--- src/rtl/parking_slot_manager.sv ---
// N-slot parking controller: occupancy bitmap, lowest-free-slot allocation,
// timed entry door, and reject/illegal-exit pulses.
module parking_slot_manager #(
  parameter int NUM_SLOTS = 8,
  parameter int IDX_W     = 3,
  parameter int CNT_W     = 4,
  parameter int DOOR_HOLD = 4
) (
  input  logic                 clk,
  input  logic                 reset,
  input  logic                 entry_req,
  input  logic                 exit_req,
  input  logic [IDX_W-1:0]     exit_slot,
  output logic [NUM_SLOTS-1:0] occupancy,
  output logic [CNT_W-1:0]     occ_count,
  output logic [IDX_W-1:0]     best_slot,
  output logic                 best_valid,
  output logic                 full_light,
  output logic                 door_open,
  output logic                 entry_grant,
  output logic [IDX_W-1:0]     assigned_slot,
  output logic                 entry_reject,
  output logic                 exit_error
);

  localparam int HOLD_W = $clog2(DOOR_HOLD + 1);

  typedef enum logic {IDLE, OPEN} gate_st_e;

  gate_st_e              state_q, state_d;
  logic [HOLD_W-1:0]     hold_q, hold_d;
  logic [NUM_SLOTS-1:0]  occ_q, occ_d;
  logic [CNT_W-1:0]      cnt_q, cnt_d;
  logic [IDX_W-1:0]      aslot_q, aslot_d;
  logic                  grant_q, grant_d;
  logic                  reject_q, reject_d;
  logic                  xerr_q, xerr_d;
  logic                  exit_legal;

  // Scan from the top so the lowest free index is the last one written.
  always_comb begin
    best_slot  = '0;
    best_valid = 1'b0;
    for (int i = NUM_SLOTS - 1; i >= 0; i--) begin
      if (!occ_q[i]) begin
        best_slot  = IDX_W'(i);
        best_valid = 1'b1;
      end
    end
  end

  assign exit_legal = exit_req && (32'(exit_slot) < NUM_SLOTS) && occ_q[exit_slot];

  always_comb begin
    state_d  = state_q;
    hold_d   = hold_q;
    occ_d    = occ_q;
    cnt_d    = cnt_q;
    aslot_d  = aslot_q;
    grant_d  = 1'b0;
    reject_d = 1'b0;
    xerr_d   = exit_req && !exit_legal;

    case (state_q)
      IDLE: begin
        if (entry_req) begin
          if (best_valid) begin
            occ_d[best_slot] = 1'b1;
            aslot_d          = best_slot;
            grant_d          = 1'b1;
            hold_d           = HOLD_W'(DOOR_HOLD);
            state_d          = OPEN;
          end else begin
            reject_d = 1'b1;
          end
        end
      end
      OPEN: begin
        hold_d = hold_q - HOLD_W'(1);
        if (hold_q == HOLD_W'(1)) state_d = IDLE;
      end
      default: state_d = IDLE;
    endcase

    // An allocated slot was free and an exited slot was occupied, so they never collide.
    if (exit_legal) occ_d[exit_slot] = 1'b0;

    case ({grant_d, exit_legal})
      2'b10:   cnt_d = cnt_q + CNT_W'(1);
      2'b01:   cnt_d = cnt_q - CNT_W'(1);
      default: cnt_d = cnt_q;
    endcase
  end

  always_ff @(posedge clk or posedge reset) begin
    if (reset) begin
      state_q  <= IDLE;
      hold_q   <= '0;
      occ_q    <= '0;
      cnt_q    <= '0;
      aslot_q  <= '0;
      grant_q  <= 1'b0;
      reject_q <= 1'b0;
      xerr_q   <= 1'b0;
    end else begin
      state_q  <= state_d;
      hold_q   <= hold_d;
      occ_q    <= occ_d;
      cnt_q    <= cnt_d;
      aslot_q  <= aslot_d;
      grant_q  <= grant_d;
      reject_q <= reject_d;
      xerr_q   <= xerr_d;
    end
  end

  assign occupancy     = occ_q;
  assign occ_count     = cnt_q;
  assign full_light    = (cnt_q == CNT_W'(NUM_SLOTS));
  assign door_open     = (state_q == OPEN);
  assign entry_grant   = grant_q;
  assign assigned_slot = aslot_q;
  assign entry_reject  = reject_q;
  assign exit_error    = xerr_q;

endmodule

--- config.mk ---
export PLATFORM = sky130hd
export DESIGN_NAME = parking_slot_manager
export DESIGN_NICKNAME = d
export VERILOG_FILES = /design/src/rtl/parking_slot_manager.sv
export SDC_FILE = /design/constraint.sdc
export NUM_CORES = 1
export LEC_CHECK = 0
export ABC_AREA = 1
export CORE_MARGIN = 3
export CORE_UTILIZATION = 49
export CTS_CLUSTER_SIZE = 14
export DETAILED_ROUTE_END_ITERATION = 12
export PLACE_DENSITY = 0.87
export SLEW_MARGIN = 10
export SYNTH_ARGS = -nofsm -noshare
export SYNTH_HDL_FRONTEND = slang
export SYNTH_SLANG_ARGS = --single-unit
--- constraint.sdc ---
create_clock -name clk -period 5.9 [get_ports clk]
set_input_delay 1.18 -clock clk [delete_from_list [all_inputs] [get_ports clk]]
set_output_delay 1.18 -clock clk [all_outputs]
set_load 0.005 [all_outputs]
# Yosys cells after proc, flatten, opt, wreduce, memory -nomap -nowiden
# Cells that the tools add are included.
dict set report op_classes {
  mux 38
  shift 0
  n_reduce_logical 8
  eq_ne 6
  magnitude_cmp 4
  mul 0
  n_addsub 3
  div 0
  bitwise_logic 4
}
# cell count
set op_table {}
lappend op_table {{$mux W8} 4}
lappend op_table {{$mux W3} 10}
lappend op_table {{$mux W1} 18}
lappend op_table {{$and A8 B8 Y8} 1}
lappend op_table {{$lt A3 B4 Y1 const B} 2}
lappend op_table {{$not A8 Y8} 1}
lappend op_table {{$or A8 B8 Y8} 1}
lappend op_table {{$pmux W4 S2} 1}
lappend op_table {{$demux W1 S3} 2}
lappend op_table {{$ge A3 B1 Y1 const B} 2}
lappend op_table {{$pmux W3 S2} 1}
lappend op_table {{$add A4 B1 Y4 const B} 1}
lappend op_table {{$eq A4 B4 Y1 const B} 1}
lappend op_table {{$logic_and A1 B1 Y1} 4}
lappend op_table {{$ne A2 B2 Y1 const B} 2}
lappend op_table {{$sub A4 B1 Y4 const B} 1}
lappend op_table {{$bmux W1 S3} 1}
lappend op_table {{$eq A3 B1 Y1 const B} 1}
lappend op_table {{$reduce_and A3 Y1} 1}
lappend op_table {{$sub A3 B1 Y3 const B} 1}
lappend op_table {{$eq A2 B1 Y1 const B} 1}
lappend op_table {{$eq A2 B2 Y1 const B} 1}
lappend op_table {{$pmux W1 S2} 1}
lappend op_table {{$reduce_and A2 Y1} 1}
lappend op_table {{other kinds (3)} 3}
dict set report word_totals {
  output_inout_bits 24
  latch_bits 0
  memories 0
  mem_bits_rw 0
  romBits 0
  wordCells 71
  regBits 22
  in_bits 7
}

# Logic depth before layout (Yosys ltp)
# Gate-level depths: netlist of run 1.
dict set report depth {
  depth_word 18
  mapped_depth 17
  mapped_depth_nobuf 16
}

# Worst setup path before layout of run 1
# Ideal clock, no wire load.
dict set report synth_timing {
  path_type {input-to-reg}
  start {in exit_slot[0]}
  end {reg cnt_q[2], in the netlist occ_count[2]}
  t_arrival_ns 2.805
  path_buffers 1
  required_ns 5.781
  setup_time_ns 0.119
  stages 16
  setup_slack_ns 2.977
  cell_sequence {buf_6 -> inv_6 -> nand2_1 -> nand2_1 -> nand2_1 -> nand2_1 -> nand2_2 -> a21oi_4 -> ha_1 -> nor2_1 -> nor2_1 -> ha_1 -> a21oi_1 -> a21oi_1 -> o21ai_0 -> o21a_1}
}
dict set report synth_via {
  elab_chain_cells 5
  elab_cells_between_ends 7
  classes_between {eq/ne: 2; mux: 3; reduce/logical: 2}
}
# element line
set synth_lines {}
lappend synth_lines {{start, declared} 13} ;# input logic [IDX_W-1:0] exit_slot,
lappend synth_lines {{$bmux W1 S3 *} 52} ;# assign exit_legal = exit_req && (32'(exit_slot) < NUM_SLOTS) && occ_q[exit_slot];
lappend synth_lines {{$mux W1 (not written as such) *} 52}
lappend synth_lines {{$logic_and A1 B1 Y1 *} 52}
lappend synth_lines {{$eq A2 B1 Y1 / $eq A2 B2 Y1 (equally long branches)} 88} ;# case ({grant_d, exit_legal})
lappend synth_lines {{$pmux W4 S2 / $reduce_bool A2 Y1 (equally long branches)} -}
lappend synth_lines {{end signal, assigned} 109} ;# cnt_q <= cnt_d;
lappend synth_lines {{end, declared} 33} ;# logic [CNT_W-1:0] cnt_q, cnt_d;
# Every way passes the cells marked *; elsewhere a longest branch is shown, timed or not. The select of a mux whose other input is x is not followed.
# A chain may end at the register's enable or synchronous reset.

# Final worst setup path of run 1
# Ends and elaborated chain as after synthesis.

==> results.py, run 1 <==
metrics = {
    "logic_synthesis": {
        "synth_fa_ha_area_share_pct": 4.82,
        "async_reset_ff_share_pct": 100,
        "synth_nets": 185,
        "yosysWarnings": 0,
        "synth_compound_area_share_pct": 8.97,
        "synth.distinct_cells": 27,
        "synth-seq-cells": 22,
        "synth_xor_area_share_pct": 2.70,
        "ys.flop_type": "dfrtp_1",
        "netlist_area_um2": 1300,
        "yosys.area_share.simple_pct": 31.1,
        "avgSynthCellArea_um2": 7.50,
        "muxShareOfSynthArea_pct": 0,
        "yosysSeqAreaShare_pct": 42.4,
        "netlist_instances": 173,
        "synth_top_family_by_area": "simple AND/OR/NAND/NOR gates",
        "synth_edf_count": 0,
    },
    "drt": {
        "vias_per_cell": 5.17,
        "drc_errors": 0,
        "ant_nets": 0,
        "drt-wirelength-per-cell_um": 13.1,
        "drt-total-wl_um": 3050,
        "drt_first_pass_iters": 4,
        "drt-initial-drc-count": 49,
        "vias": 1210,
    },
    "global_route": {
        "grt_max_degree": 23,
        "gr-total-overflow": 0,
        "grt_pass1_vias": 1161,
        "antenna_found_initial": 0,
        "gr-usage-all-layers_pct": 19.9,
        "grt_pass1_wl_um": 5150,
    },
    "floorplanning": {
        "fp.dieW_um": 57.5,
        "num_io_pins": 31,
        "core-area_um2": 2500,
        "die_area_um2": 3300,
        "rows": 18,
        "start_util_pct": 51.9,
        "die_h_um": 57.5,
    },
    "placement": {
        "hpwlAfterDp_um": 2410,
        "place_congestion": 0.891,
        "io_buffers": 30,
        "placedInstanceArea_um2": 1620,
    },
    "sta": {
        "hold_violations": 0,
        "tightest_slew_ns": 0.807,
        "max_freq_mhz": 288,
        "post-route-min-period_ns": 3.48,
        "final.period_utilization_pct": 58.9,
        "rsz0062_at_grt": "no",
        "final-setup-viol-count": 0,
        "final.setup.tns_ns": 0,
        "slew_headroom_pct": 46.2,
        "holdWs_ns": 0.496,
        "skew_ns": 0.00633,
        "maxSlewViolCount": 0,
    },
    "clock_tree": {
        "clk_latency_ns": 0.30,
        "post_cts_buffers": 0,
        "post_cts_resized": 0,
        "clock_sinks": 22,
        "cts_buffer_depth": 2,
        "cts_tree": "done",
        "root_buffer": "clkbuf_4",
        "ctsHoldBuffers": 0,
        "cts_buffers": 3,
        "cts.reportedPaths.clkPinSlew_ns": 0.11,
        "htreeDepth": 1,
    },
    "finish": {
        "final_common_cell": "nand2_1",
        "syn2layout_area_growth_pct": 26.3,
        "most-common-layout-cells": "56 x nand2_1, 30 x clkdlybuf4s50_1, 25 x inv_1",
        "antenna_cells": 0,
        "drive_above_1_share_pct": 7.84,
        "multi_input_area_um2": 618,
        "final_net_count": 218,
        "register_area_um2": 551,
        "fill_cells": 220,
        "design_area_um2": 1640,
    },
    "pwr": {
        "vdd_drop_max_uv": 326,
        "p_per_area_nw_per_um2": 482,
        "p_leak_uw": 0.000817,
    },
    "setup_path": {
        "endpoint_kind": "flop",
        "path_class": "in2reg",
        "r2r_slack_ns": 3.46,
        "worstPathArrival_ns": 3.72,
        "required_ns": 6.15,
        "cp-start-kind": "input port",
        "r2r_end": "occ_count[2]",
        "r2r_cells": 15,
        "path_max_fanout": 9,
        "rr_startpoint": "occupancy[0]",
    },
    "worst_hold_path": {
        "hold_path_end": "hold_q[2]",
        "hp-start": "hold_q[2]",
        "hold_depth": 1,
        "min_path_type": "reg2reg",
    },
    "run_status": {
        "status": "finished clean",
    },
    "job": {
        "cap_violations": 0,
    },
}
-- cell usage after synthesis (2+ instances only) --
library cell | n | area, um2
a21oi_1 | 8 | 40.0
a31oi_1 | 2 | 12.5
dfrtp_1 | 22 | 551
ha_1 | 5 | 62.6
inv_1 | 25 | 93.8
inv_2 | 2 | 7.51
nand2_1 | 56 | 210
nand2_2 | 4 | 25.0
nand3_1 | 8 | 40.0
nor2_1 | 11 | 41.3
nor2_2 | 2 | 12.5
nor3_1 | 5 | 25.0
o21ai_0 | 6 | 30.0
o21ai_1 | 2 | 10.0
xnor2_1 | 2 | 17.5
xor2_1 | 2 | 17.5
-- how the worst max path moves through the flow --
stage | end | slack, ns | from
global route | occ_count[2] | 2.23 | exit_slot[0]
floorplan | occ_count[2] | 2.98 | exit_slot[0]
detailed placement | occ_count[2] | 2.16 | exit_slot[0]
finish | occ_count[2] | 2.42 | exit_slot[0]
global placement | occ_count[2] | 2.34 | exit_slot[0]
CTS | occ_count[2] | 2.45 | exit_slot[0]
-- power by group --
part | total [uW] | switching (uW) | leakage, uW | internal (uW)
clock | 67.7 | 43.9 | 0.0000138 | 23.8
sequential | 298 | 82.9 | 0.000261 | 215
combinational | 424 | 201 | 0.000542 | 223
-- flip-flops by register name, summed over array words and instances, names as in the netlist --
register and cells:
hold_q 3, entry_reject 1, door_open 1, exit_error 1
assigned_slot 3, entry_grant 1, occ_count 4, occupancy 8
-- through the flow --
step | worst slack (ns) | total power, uW | utilization, % | instances
floorplan | 2.98 | 515 | - | 173
global placement | 2.34 | 703 | 64.7 | 231
detailed placement | 2.16 | 726 | 64.7 | 231
CTS | 2.45 | 794 | 65.6 | 234
global route | 2.23 | 859 | 65.6 | 234
finish | 2.42 | 790 | 65.6 | 234
-- cells by family after synthesis --
kind of cell	after synthesis
buffers and inverters	30
AND/OR/NAND/NOR	92
adder cells (fa/ha/maj)	5
XOR/XNOR	4
flip-flops	22
AO/OA/AOI/OAI	20
-- metal layers --
layer | share of wire [%] | vias to the layer above | global-route usage, %
li1 | - | 602 | -
met1 | 43 | 559 | 24.9
met2 | 51 | 41 | 35.6
met3 | 5.0 | 8 | 2.26
met4 | 1.6 | 0 | 5.96
met5 | 0 | - | 0
-- critical path: stages --
cell,delay (ns)
clkdlybuf4s50_1,0.60
inv_6,0.17
nand2_1,0.07
nand2_1,0.07
nand2_1,0.04
nand2_1,0.07
nand2_2,0.07
a21oi_4,0.24
ha_1,0.29
nand2_1,0.12
inv_1,0.08
nor2_1,0.06
ha_1,0.18
a21oi_1,0.17
a21oi_1,0.09
o21ai_0,0.08
o21a_1,0.14
-- final cells by class --
type | count | share of cell area (%)
Inverter | 28 | 6.72
Sequential cell | 22 | 33.6
Clock buffer | 3 | 1.37
Tap cell | 30 | 2.29
Timing Repair Buffer | 30 | 18.3
Multi-Input combinational cell | 121 | 37.7
Power figures use the tool's default switching activity.
==> run 2, diff against run 1 <==
- clock period: 5.9 -> 3.6 ns (I/O delays scaled with it)
==> results of run 2 <==
The final DEF is identical to that of run 1. Status: finished clean.
Among the figures that moved: setup slack after placement 2.16 ns -> 0.321 ns; setup slack after layout 2.42 ns -> 0.582 ns; register-to-register setup slack 3.46 ns -> 1.16 ns; total power 790 uW -> 1290 uW; worst IR drop on VDD 326 uV -> 535 uV
